## src/rtl/alu_share_arb_if.sv

```systemverilog
// Request/response bundle for alu_share_arb: two requesters plus a tagged response channel.
interface alu_share_arb_if #(
  parameter int unsigned WIDTH = 32
);
  logic             req0_valid;
  logic             req0_ready;
  logic [WIDTH-1:0] req0_op1;
  logic [WIDTH-1:0] req0_op2;
  logic [3:0]       req0_sel;

  logic             req1_valid;
  logic             req1_ready;
  logic [WIDTH-1:0] req1_op1;
  logic [WIDTH-1:0] req1_op2;
  logic [3:0]       req1_sel;

  logic             rsp_valid;
  logic             rsp_ready;
  logic             rsp_id;
  logic [WIDTH-1:0] rsp_res;
  logic             rsp_zf;
  logic             rsp_err;

  modport master (
    output req0_valid, req0_op1, req0_op2, req0_sel,
    input  req0_ready,
    output req1_valid, req1_op1, req1_op2, req1_sel,
    input  req1_ready,
    input  rsp_valid, rsp_id, rsp_res, rsp_zf, rsp_err,
    output rsp_ready
  );

  modport slave (
    input  req0_valid, req0_op1, req0_op2, req0_sel,
    output req0_ready,
    input  req1_valid, req1_op1, req1_op2, req1_sel,
    output req1_ready,
    output rsp_valid, rsp_id, rsp_res, rsp_zf, rsp_err,
    input  rsp_ready
  );
endinterface

```

## src/rtl/alu_share_arb.sv

```systemverilog
// Round-robin sharing of one combinational ALU between two requesters, with multicycle hold for mul/div.
// Define ALU_DIVZERO_CHK_EN to short-circuit divide-by-zero with an all-ones result and rsp_err.
module alu_share_arb #(
  parameter int unsigned WIDTH   = 32,
  parameter int unsigned MUL_LAT = 2,
  parameter int unsigned DIV_LAT = 8
) (
  input  logic             clk,
  input  logic             rst,
  alu_share_arb_if.slave   bus,
  output logic             busy,
  output logic [WIDTH-1:0] alu_op1,
  output logic [WIDTH-1:0] alu_op2,
  output logic [3:0]       alu_sel,
  input  logic [WIDTH-1:0] alu_res,
  input  logic             alu_zf
);

  localparam int unsigned MAX_LAT = (MUL_LAT > DIV_LAT) ? MUL_LAT : DIV_LAT;
  localparam int unsigned CNT_W   = (MAX_LAT > 1) ? $clog2(MAX_LAT) : 1;

  typedef enum logic [1:0] {
    IDLE = 2'd0,
    EXEC = 2'd1,
    RESP = 2'd2
  } state_t;

  state_t           state;
  state_t           state_nxt;
  logic             last_grant;
  logic [CNT_W-1:0] cnt;

  logic             gnt1;
  logic             acc;
  logic [WIDTH-1:0] g_op1;
  logic [WIDTH-1:0] g_op2;
  logic [3:0]       g_sel;
  logic [CNT_W-1:0] g_cnt;

  // EXEC hold length minus one, indexed by opcode
  function automatic logic [CNT_W-1:0] lat_m1(input logic [3:0] sel);
    case (sel)
      4'b0011: return CNT_W'(MUL_LAT - 1);
      4'b0100: return CNT_W'(DIV_LAT - 1);
      default: return '0;
    endcase
  endfunction

`ifdef ALU_DIVZERO_CHK_EN
  logic g_divz;
  logic divz;
`endif

  always_ff @(posedge clk) begin
    if (rst) state <= IDLE;
    else     state <= state_nxt;
  end

  always_comb begin
    state_nxt = state;
    case (state)
      IDLE:    if (acc) state_nxt = EXEC;
      EXEC:    if (cnt == '0) state_nxt = RESP;
      RESP:    if (bus.rsp_ready) state_nxt = IDLE;
      default: state_nxt = IDLE;
    endcase
  end

  // Grant: requester 1 wins when alone, or on a tie when requester 0 went last
  always_comb begin
    gnt1           = bus.req1_valid && (!bus.req0_valid || !last_grant);
    bus.req0_ready = 1'b0;
    bus.req1_ready = 1'b0;
    busy           = (state != IDLE);
    if (state == IDLE) begin
      bus.req0_ready = bus.req0_valid && !gnt1;
      bus.req1_ready = gnt1;
    end
    acc   = bus.req0_ready || bus.req1_ready;
    g_op1 = gnt1 ? bus.req1_op1 : bus.req0_op1;
    g_op2 = gnt1 ? bus.req1_op2 : bus.req0_op2;
    g_sel = gnt1 ? bus.req1_sel : bus.req0_sel;
`ifdef ALU_DIVZERO_CHK_EN
    g_divz = (g_sel == 4'b0100) && (g_op2 == '0);
    g_cnt  = g_divz ? '0 : lat_m1(g_sel);
`else
    g_cnt  = lat_m1(g_sel);
`endif
  end

  always_ff @(posedge clk) begin
    if (rst) begin
      alu_op1       <= '0;
      alu_op2       <= '0;
      alu_sel       <= '0;
      bus.rsp_valid <= 1'b0;
      bus.rsp_id    <= 1'b0;
      bus.rsp_res   <= '0;
      bus.rsp_zf    <= 1'b0;
      last_grant    <= 1'b1;
      cnt           <= '0;
`ifdef ALU_DIVZERO_CHK_EN
      bus.rsp_err   <= 1'b0;
      divz          <= 1'b0;
`endif
    end else begin
      case (state)
        IDLE: if (acc) begin
          alu_op1    <= g_op1;
          alu_op2    <= g_op2;
          alu_sel    <= g_sel;
          bus.rsp_id <= gnt1;
          last_grant <= gnt1;
          cnt        <= g_cnt;
`ifdef ALU_DIVZERO_CHK_EN
          divz       <= g_divz;
`endif
        end
        EXEC: if (cnt == '0) begin
          bus.rsp_valid <= 1'b1;
`ifdef ALU_DIVZERO_CHK_EN
          bus.rsp_res   <= divz ? '1 : alu_res;
          bus.rsp_zf    <= divz ? 1'b0 : alu_zf;
          bus.rsp_err   <= divz;
`else
          bus.rsp_res   <= alu_res;
          bus.rsp_zf    <= alu_zf;
`endif
        end else begin
          cnt <= cnt - CNT_W'(1);
        end
        RESP: if (bus.rsp_ready) bus.rsp_valid <= 1'b0;
        default: ;
      endcase
    end
  end

`ifndef ALU_DIVZERO_CHK_EN
  assign bus.rsp_err = 1'b0;
`endif

endmodule
```

## src/flat_wrapper.sv

```systemverilog
// flat-port wrapper written by rule: the top's interface ports become plain ports
module alu_share_arb_flat 
#(
  parameter int unsigned WIDTH   = 32,
  parameter int unsigned MUL_LAT = 2,
  parameter int unsigned DIV_LAT = 8
)
  (clk, rst, busy, alu_op1, alu_op2, alu_sel, alu_res, alu_zf, bus_req0_valid, bus_req0_op1, bus_req0_op2, bus_req0_sel, bus_req0_ready, bus_req1_valid, bus_req1_op1, bus_req1_op2, bus_req1_sel, bus_req1_ready, bus_rsp_valid, bus_rsp_id, bus_rsp_res, bus_rsp_zf, bus_rsp_err, bus_rsp_ready);
  alu_share_arb_if #(.WIDTH(WIDTH)) bus_i ();
  input  logic clk;
  input  logic rst;
  output logic busy;
  output logic [WIDTH-1:0] alu_op1;
  output logic [WIDTH-1:0] alu_op2;
  output logic [3:0] alu_sel;
  input  logic [WIDTH-1:0] alu_res;
  input  logic alu_zf;
  input wire logic [$bits(bus_i.req0_valid)-1:0] bus_req0_valid;
  input wire logic [$bits(bus_i.req0_op1)-1:0] bus_req0_op1;
  input wire logic [$bits(bus_i.req0_op2)-1:0] bus_req0_op2;
  input wire logic [$bits(bus_i.req0_sel)-1:0] bus_req0_sel;
  output wire logic [$bits(bus_i.req0_ready)-1:0] bus_req0_ready;
  input wire logic [$bits(bus_i.req1_valid)-1:0] bus_req1_valid;
  input wire logic [$bits(bus_i.req1_op1)-1:0] bus_req1_op1;
  input wire logic [$bits(bus_i.req1_op2)-1:0] bus_req1_op2;
  input wire logic [$bits(bus_i.req1_sel)-1:0] bus_req1_sel;
  output wire logic [$bits(bus_i.req1_ready)-1:0] bus_req1_ready;
  output wire logic [$bits(bus_i.rsp_valid)-1:0] bus_rsp_valid;
  output wire logic [$bits(bus_i.rsp_id)-1:0] bus_rsp_id;
  output wire logic [$bits(bus_i.rsp_res)-1:0] bus_rsp_res;
  output wire logic [$bits(bus_i.rsp_zf)-1:0] bus_rsp_zf;
  output wire logic [$bits(bus_i.rsp_err)-1:0] bus_rsp_err;
  input wire logic [$bits(bus_i.rsp_ready)-1:0] bus_rsp_ready;
  assign bus_i.req0_valid = bus_req0_valid;
  assign bus_i.req0_op1 = bus_req0_op1;
  assign bus_i.req0_op2 = bus_req0_op2;
  assign bus_i.req0_sel = bus_req0_sel;
  assign bus_req0_ready = bus_i.req0_ready;
  assign bus_i.req1_valid = bus_req1_valid;
  assign bus_i.req1_op1 = bus_req1_op1;
  assign bus_i.req1_op2 = bus_req1_op2;
  assign bus_i.req1_sel = bus_req1_sel;
  assign bus_req1_ready = bus_i.req1_ready;
  assign bus_rsp_valid = bus_i.rsp_valid;
  assign bus_rsp_id = bus_i.rsp_id;
  assign bus_rsp_res = bus_i.rsp_res;
  assign bus_rsp_zf = bus_i.rsp_zf;
  assign bus_rsp_err = bus_i.rsp_err;
  assign bus_i.rsp_ready = bus_rsp_ready;
  alu_share_arb #(.WIDTH(WIDTH), .MUL_LAT(MUL_LAT), .DIV_LAT(DIV_LAT)) u_core (.clk(clk), .rst(rst), .bus(bus_i), .busy(busy), .alu_op1(alu_op1), .alu_op2(alu_op2), .alu_sel(alu_sel), .alu_res(alu_res), .alu_zf(alu_zf));
endmodule
```

## config.mk

```make
export PLATFORM = sky130hd
export DESIGN_NAME = alu_share_arb_flat
export DESIGN_NICKNAME = d
export VERILOG_FILES = /design/src/rtl/alu_share_arb_if.sv /design/src/rtl/alu_share_arb.sv /design/src/flat_wrapper.sv
export SDC_FILE = /design/constraint.sdc
export NUM_CORES = 1
export LEC_CHECK = 0
export BUFFER_PORTS_ARGS = -buffer_cell sky130_fd_sc_hd__buf_2
export CORE_ASPECT_RATIO = 0.5
export CORE_UTILIZATION = 44
export DETAILED_ROUTE_END_ITERATION = 12
export GPL_TIMING_DRIVEN = 1
export PLACE_DENSITY_LB_ADDON = 0.15
export SLEW_MARGIN = 5
export SYNTH_ARGS = -nofsm -noshare
export SYNTH_HDL_FRONTEND = slang
export SYNTH_SLANG_ARGS = --single-unit
```

## constraint.sdc

```tcl
create_clock -name clk -period 1.7 [get_ports clk]
set_clock_uncertainty 0.1 [all_clocks]
set_input_delay 0.085 -clock clk [delete_from_list [all_inputs] [get_ports clk]]
set_output_delay 0.085 -clock clk [all_outputs]
set_load 0.005 [all_outputs]
```

Word level (Yosys, flattened, before mapping)
Cells that the tools add are included.
W data, S select, Z words.
{"block": "totals", "regBits": 109, "inputBits": 174, "out_inout_bits": 107, "wordCells": 52}
{"block": "op_classes", "addsub": 1, "eq_ne": 8, "n_mux": 16, "reduce_logical": 17}
{"cell": "$mux W32", "count": 2}
{"cell": "$pmux W3 S2", "count": 2}
{"cell": "$reduce_and A3 Y1", "count": 3}
{"cell": "$mux W2", "count": 3}
{"cell": "$mux W3", "count": 2}
{"cell": "$pmux W2 S3", "count": 1}
{"cell": "$reduce_bool A2 Y1", "count": 3}
{"cell": "$eq A4 B2 Y1 const B", "count": 1}
{"cell": "$eq A4 B3 Y1 const B", "count": 1}
{"cell": "$mux W1", "count": 4}
{"cell": "$mux W4", "count": 1}
{"cell": "$ne A2 B1 Y1 const B", "count": 2}
{"cell": "$ne A2 B2 Y1 const B", "count": 2}
{"cell": "$reduce_and A2 Y1", "count": 2}
{"cell": "$logic_not A1 Y1", "count": 3}
{"cell": "$logic_not A3 Y1", "count": 1}
{"cell": "$sub A3 B1 Y3 const B", "count": 1}
{"cell": "$eq A2 B1 Y1 const B", "count": 1}
{"cell": "$eq A2 B2 Y1 const B", "count": 1}
{"cell": "$logic_and A1 B1 Y1", "count": 2}
{"cell": "$logic_not A2 Y1", "count": 1}
{"cell": "$logic_or A1 B1 Y1", "count": 2}
{"cell": "$pmux W1 S2", "count": 1}

Logic depth before layout (Yosys ltp)
{"block": "logic_depth", "depth_word": 9, "ltp_mapped": 7, "mapped_depth_nobuf": 6}

Least setup slack after synthesis
OpenSTA, ideal clock, no wires.
{"block": "synth_path", "path_type": "flip-flop to flip-flop", "startpoint": "reg u_core.cnt[0]", "endpoint": "reg u_core.bus.rsp_res[23]", "setup_time_ns": 0.132, "arrival_ns": 1.115, "required_ns": 1.468, "setup_slack_ns": 0.353, "path_stages_with_launch": 8, "path_buffers": 1, "synth_period_minus_slack_ns": 1.347, "cell_sequence": "dfxtp_1 -> inv_1 -> ha_1 -> nor2b_1 -> nand2_2 -> buf_4 -> nand2_1 -> a21oi_1"}
{"block": "synth_between", "elab_chain_len": 2}
{"element": "start, declared", "line_no": "alu_share_arb.sv:31", "text": "logic [CNT_W-1:0] cnt;"}
{"element": "start signal, assigned", "line_no": "alu_share_arb.sv:114", "text": "cnt <= g_cnt;"}
{"element": "start signal, assigned", "line_no": "alu_share_arb.sv:130", "text": "cnt <= cnt - CNT_W'(1);"}
{"element": "$logic_not A3 Y1", "line_no": "alu_share_arb.sv:119", "text": "EXEC: if (cnt == '0) begin"}
{"element": "$reduce_and A2 Y1 (no line)"}
{"element": "end signal, assigned", "line_no": "alu_share_arb.sv:126", "text": "bus.rsp_res <= alu_res;"}
{"element": "end, declared", "line_no": "alu_share_arb_if.sv:38", "text": "output rsp_valid, rsp_id, rsp_res, rsp_zf, rsp_err,"}
No other way between the ends.
A chain may end at the register's enable or synchronous reset.

Worst setup path after layout
{"block": "layout_path", "startpoint": "in bus_req1_valid", "endpoint": "reg u_core.alu_op2[12]"}
{"block": "layout_between", "elab_chain_len": 6, "elab_cells_between_ends": 8, "cone_classes": "mux (3); reduce/logical (5)"}
{"element": "start, declared", "line_no": "flat_wrapper.sv:23", "text": "input wire logic [$bits(bus_i.req1_valid)-1:0] bus_req1_valid;"}
{"element": "$logic_and A1 B1 Y1 *", "line_no": "alu_share_arb.sv:71", "text": "gnt1 = bus.req1_valid && (!bus.req0_valid || !last_grant);"}
{"element": "$logic_not A1 Y1", "line_no": "alu_share_arb.sv:76", "text": "bus.req0_ready = bus.req0_valid && !gnt1;"}
{"element": "$logic_and A1 B1 Y1", "line_no": "alu_share_arb.sv:76"}
{"element": "$mux W1", "line_no": "alu_share_arb.sv:75", "text": "if (state == IDLE) begin"}
{"element": "$logic_or A1 B1 Y1", "line_no": "alu_share_arb.sv:79", "text": "acc = bus.req0_ready || bus.req1_ready;"}
{"element": "$reduce_and A2 Y1 (no line)"}
{"element": "end signal, assigned", "line_no": "alu_share_arb.sv:110", "text": "alu_op2 <= g_op2;"}
{"element": "end, declared", "line_no": "alu_share_arb.sv:13", "text": "output logic [WIDTH-1:0] alu_op2,"}
Mark *: on every way between the ends. The rest lies on a longest branch, timed or not.

==> flow_metrics.env <==
export IMPL_status="finished clean"
export IMPL_finalSetupViolCount=0
export IMPL_clkTransAtPathRegs_ns=0.07
export IMPL_cts_path_max_buffers=2
export IMPL_syn_area_per_cell_um2=9.72
export IMPL_critPathMaxFanout=33
export IMPL_yosysSeqAreaShare=0.444
export IMPL_drtPass1Iterations=4
export IMPL_max_cap_violations=0
export IMPL_netlist_area_mm2=0.00492
export IMPL_critical_path_required_ns=1.82
export IMPL_cts_max_level=3
export IMPL_hold_path_class="input port to register"
export IMPL_io_pins=281
export IMPL_drt_wl_total_mm=13.5
export IMPL_fillCellCount=873
export IMPL_initial_utilization=0.467
export IMPL_hold_ws_ns=0.00811
export IMPL_drive_gt1_frac=0.462
export IMPL_period_share=0.960
export IMPL_cts_tree="done"
export IMPL_tns_ns=0
export IMPL_slew_viol_final=0
export IMPL_synthFlopType="dfxtp_1"
export IMPL_grt_pass1_vias=4546
export IMPL_clk_insertion_delay_late_ns=0.34
export IMPL_synth_mux_area_frac=0.143
export IMPL_ir_worst_vdd_mv=0.551
export IMPL_initialDrtViolationCount=169
export IMPL_final_seq_area_mm2=0.00218
export IMPL_fin_nets=987
export IMPL_syn_inst=506
export IMPL_crit_type="input port to register"
export IMPL_dieArea_mm2=0.0116
export IMPL_synth_top_family_by_area="compound AO/OA/AOI/OAI gates"
export IMPL_synth_compound_area_share=0.215
export IMPL_clock_sinks=109
export IMPL_cp_arrival_ns=1.75
export IMPL_synth_common_cells="dfxtp_1 (109), nor2_1 (74), nand2_1 (70)"
export IMPL_grt_setup_unrepaired="no"
export IMPL_place_gp_congestion=0.769
export IMPL_ys_ff_latch=109
export IMPL_ys_types=36
export IMPL_ctsRootBufferMaster="clkbuf_16"
export IMPL_async_flop_share=0
export IMPL_design_core_area_mm2=0.0105
export IMPL_yosys_area_share_adder=0.00509
export IMPL_area_growth_pct=47.5
export IMPL_portBuffers=279
export IMPL_globalRouteOverflowTotal=0
export IMPL_multi_input_area_mm2=0.00250
export IMPL_synth_edf_count=0
export IMPL_grt_antenna_before_repair=0
export IMPL_cp_top_family="buffers and inverters"
export IMPL_crit_chain="dlygate4sd3_1 -> buf_2 -> a21boi_4 -> buf_12 -> buf_16 -> mux2i_1 -> a211oi_2"
export IMPL_grt_pass1_wl_mm=21.3
export IMPL_gr_usage_all_layers=0.230
export IMPL_antenna_cells=0
export IMPL_synth_area_top_cells="dfxtp_1 (44%), a211oi_2 (15%), mux2i_1 (14%), nor2_1 (5.6%), nand2_1 (5.3%)"
export IMPL_post_route_drc_count=0
export IMPL_worst_setup_path_end_kind="register"
export IMPL_via_per_inst=4.92
export IMPL_syn_nets=682
export IMPL_synth_most_common_cell="dfxtp_1"
export IMPL_ff2ff_setup_slack_ns=0.12
export IMPL_dpl_hpwl_mm=9.28
export IMPL_synth_top_area_cell="dfxtp_1"
export IMPL_routedWlPerCell_um=14.2
export IMPL_rows=26
export IMPL_die_w_um=152
export IMPL_fmax_mhz=613
export IMPL_cp_start_kind="input port"
export IMPL_p_leak_nw=3.36
export IMPL_ant_nets=0
export IMPL_die_y_um=76.8
export IMPL_slowest_delay_ns=0.52
export IMPL_fin_crit_ns=1.63
export IMPL_yosysTopAreaCellShare=0.444
export IMPL_final_hold_violation_count=0
export IMPL_cts_inserted_buffers=9
export IMPL_critPathBufInv=4
export IMPL_synth_simple_area_share=0.141
export IMPL_powerDensity_mw_per_mm2=1000
export IMPL_yosys_warnings=0
export IMPL_crit_slowest_cell="dlygate4sd3_1"
export IMPL_vias=4706
export IMPL_grt_max_degree=63
export IMPL_synth_xor_area_frac=0
==> layout by cell type (no fill, tap or decap), types with 2 or more instances in the layout <==
cell type      instances
buf_12                11
nand3b_1               2
clkinv_4               2
o21ai_1                2
a211oi_1               8
buf_2                278
mux2i_1               67
nand2_1               70
a211oi_2              60
nor4bb_1               2
clkbuf_8               2
nor2_1                74
nor2b_1                2
buf_4                  2
dfxtp_1              109
nor4b_1                3
ha_1                   2
clkbuf_16              9
a21oi_1               38
inv_1                  3
nand2b_1               2
mux2_2                 2
a211o_1                2
dlygate4sd3_1         44
inv_6                  2
o21ai_0                2
==> flip-flops by register name, indices dropped and copies added (netlist names) <==
register and flops:
u_core.alu_op1 32, u_core.alu_op2 32, u_core.alu_sel 4, u_core.bus.rsp_id 1
u_core.bus.rsp_res 32, u_core.bus.rsp_valid 1, u_core.bus.rsp_zf 1, u_core.cnt 3
u_core.last_grant 1, u_core.state 2
==> layer usage <==
| metal | vias up | global-route usage | share of wire |
|---|---|---|---|
| met4 | 0 | 0.0723 | 0.018 |
| met5 | - | 0 | 0 |
| met1 | 2148 | 0.261 | 0.41 |
| li1 | 2380 | - | - |
| met2 | 152 | 0.411 | 0.50 |
| met3 | 26 | 0.0655 | 0.077 |
==> per-stage QoR <==
step                      instances  instance area (um^2)  setup slack, ns   util  power, mW
after detailed placement        894                  6470            0.126  0.614       5.18
after global placement          894                  6470            0.165  0.614       5.12
after global routing            956                  7260          0.00148  0.689       7.70
after CTS                       955                  7230           0.0385  0.686       7.32
final                           956                  7260           0.0684  0.689       7.27
after floorplan                 506                  4920            0.353      -       4.40
==> power by group <==
group	total [mW]	switching, mW	internal (mW)
clock network	2.05	0.962	1.09
registers	3.08	0.173	2.91
logic	2.13	1.10	1.03
==> tightest hold or removal path: cells and delay by family <==
kind,cells,cell delay [ns]
multiplexers,1,0.14
buffers and inverters,1,0.09
AO/OA/AOI/OAI,1,0.08
==> layout make-up <==
cell class	count	area share
Clock buffer	11	0.0348
Timing Repair Buffer	336	0.289
Clock inverter	5	0.00586
Sequential cell	109	0.301
Tap cell	140	0.0241
Inverter	3	0.00155
Multi-Input combinational cell	352	0.344
==> repair_timing <==
item	4_1_cts	5_1_grt
setup buffers	1	1
endpoints found under the setup margin	1	4
endpoints found under the hold margin	42	0
pin swaps	1	0
gates resized for setup	0	2
hold buffers	44	0
==> path summary, 6_finish.rpt <==
check                                             end  cells after the start                  start
worst max-delay path               u_core.alu_op2[12]                      7         bus_req1_valid
worst min-delay path               u_core.alu_op2[22]                      3       bus_req0_op2[22]
worst min register to register  u_core.bus.rsp_res[6]                      2  u_core.bus.rsp_res[6]
worst max register to register     u_core.alu_op2[12]                      5      u_core.last_grant
==> logic make-up (layout without fill, tap and decap cells) <==
family                   count (synthesis)  count (layout)
buffers and inverters                   45             355
AND/OR/NAND/NOR                        164             164
AO/OA/AOI/OAI                          115             115
adder cells (fa/ha/maj)                  2               2
other                                    1               1
multiplexers                            70              70
flip-flops                             109             109
Note: power is estimated with default switching activity, not from simulation.
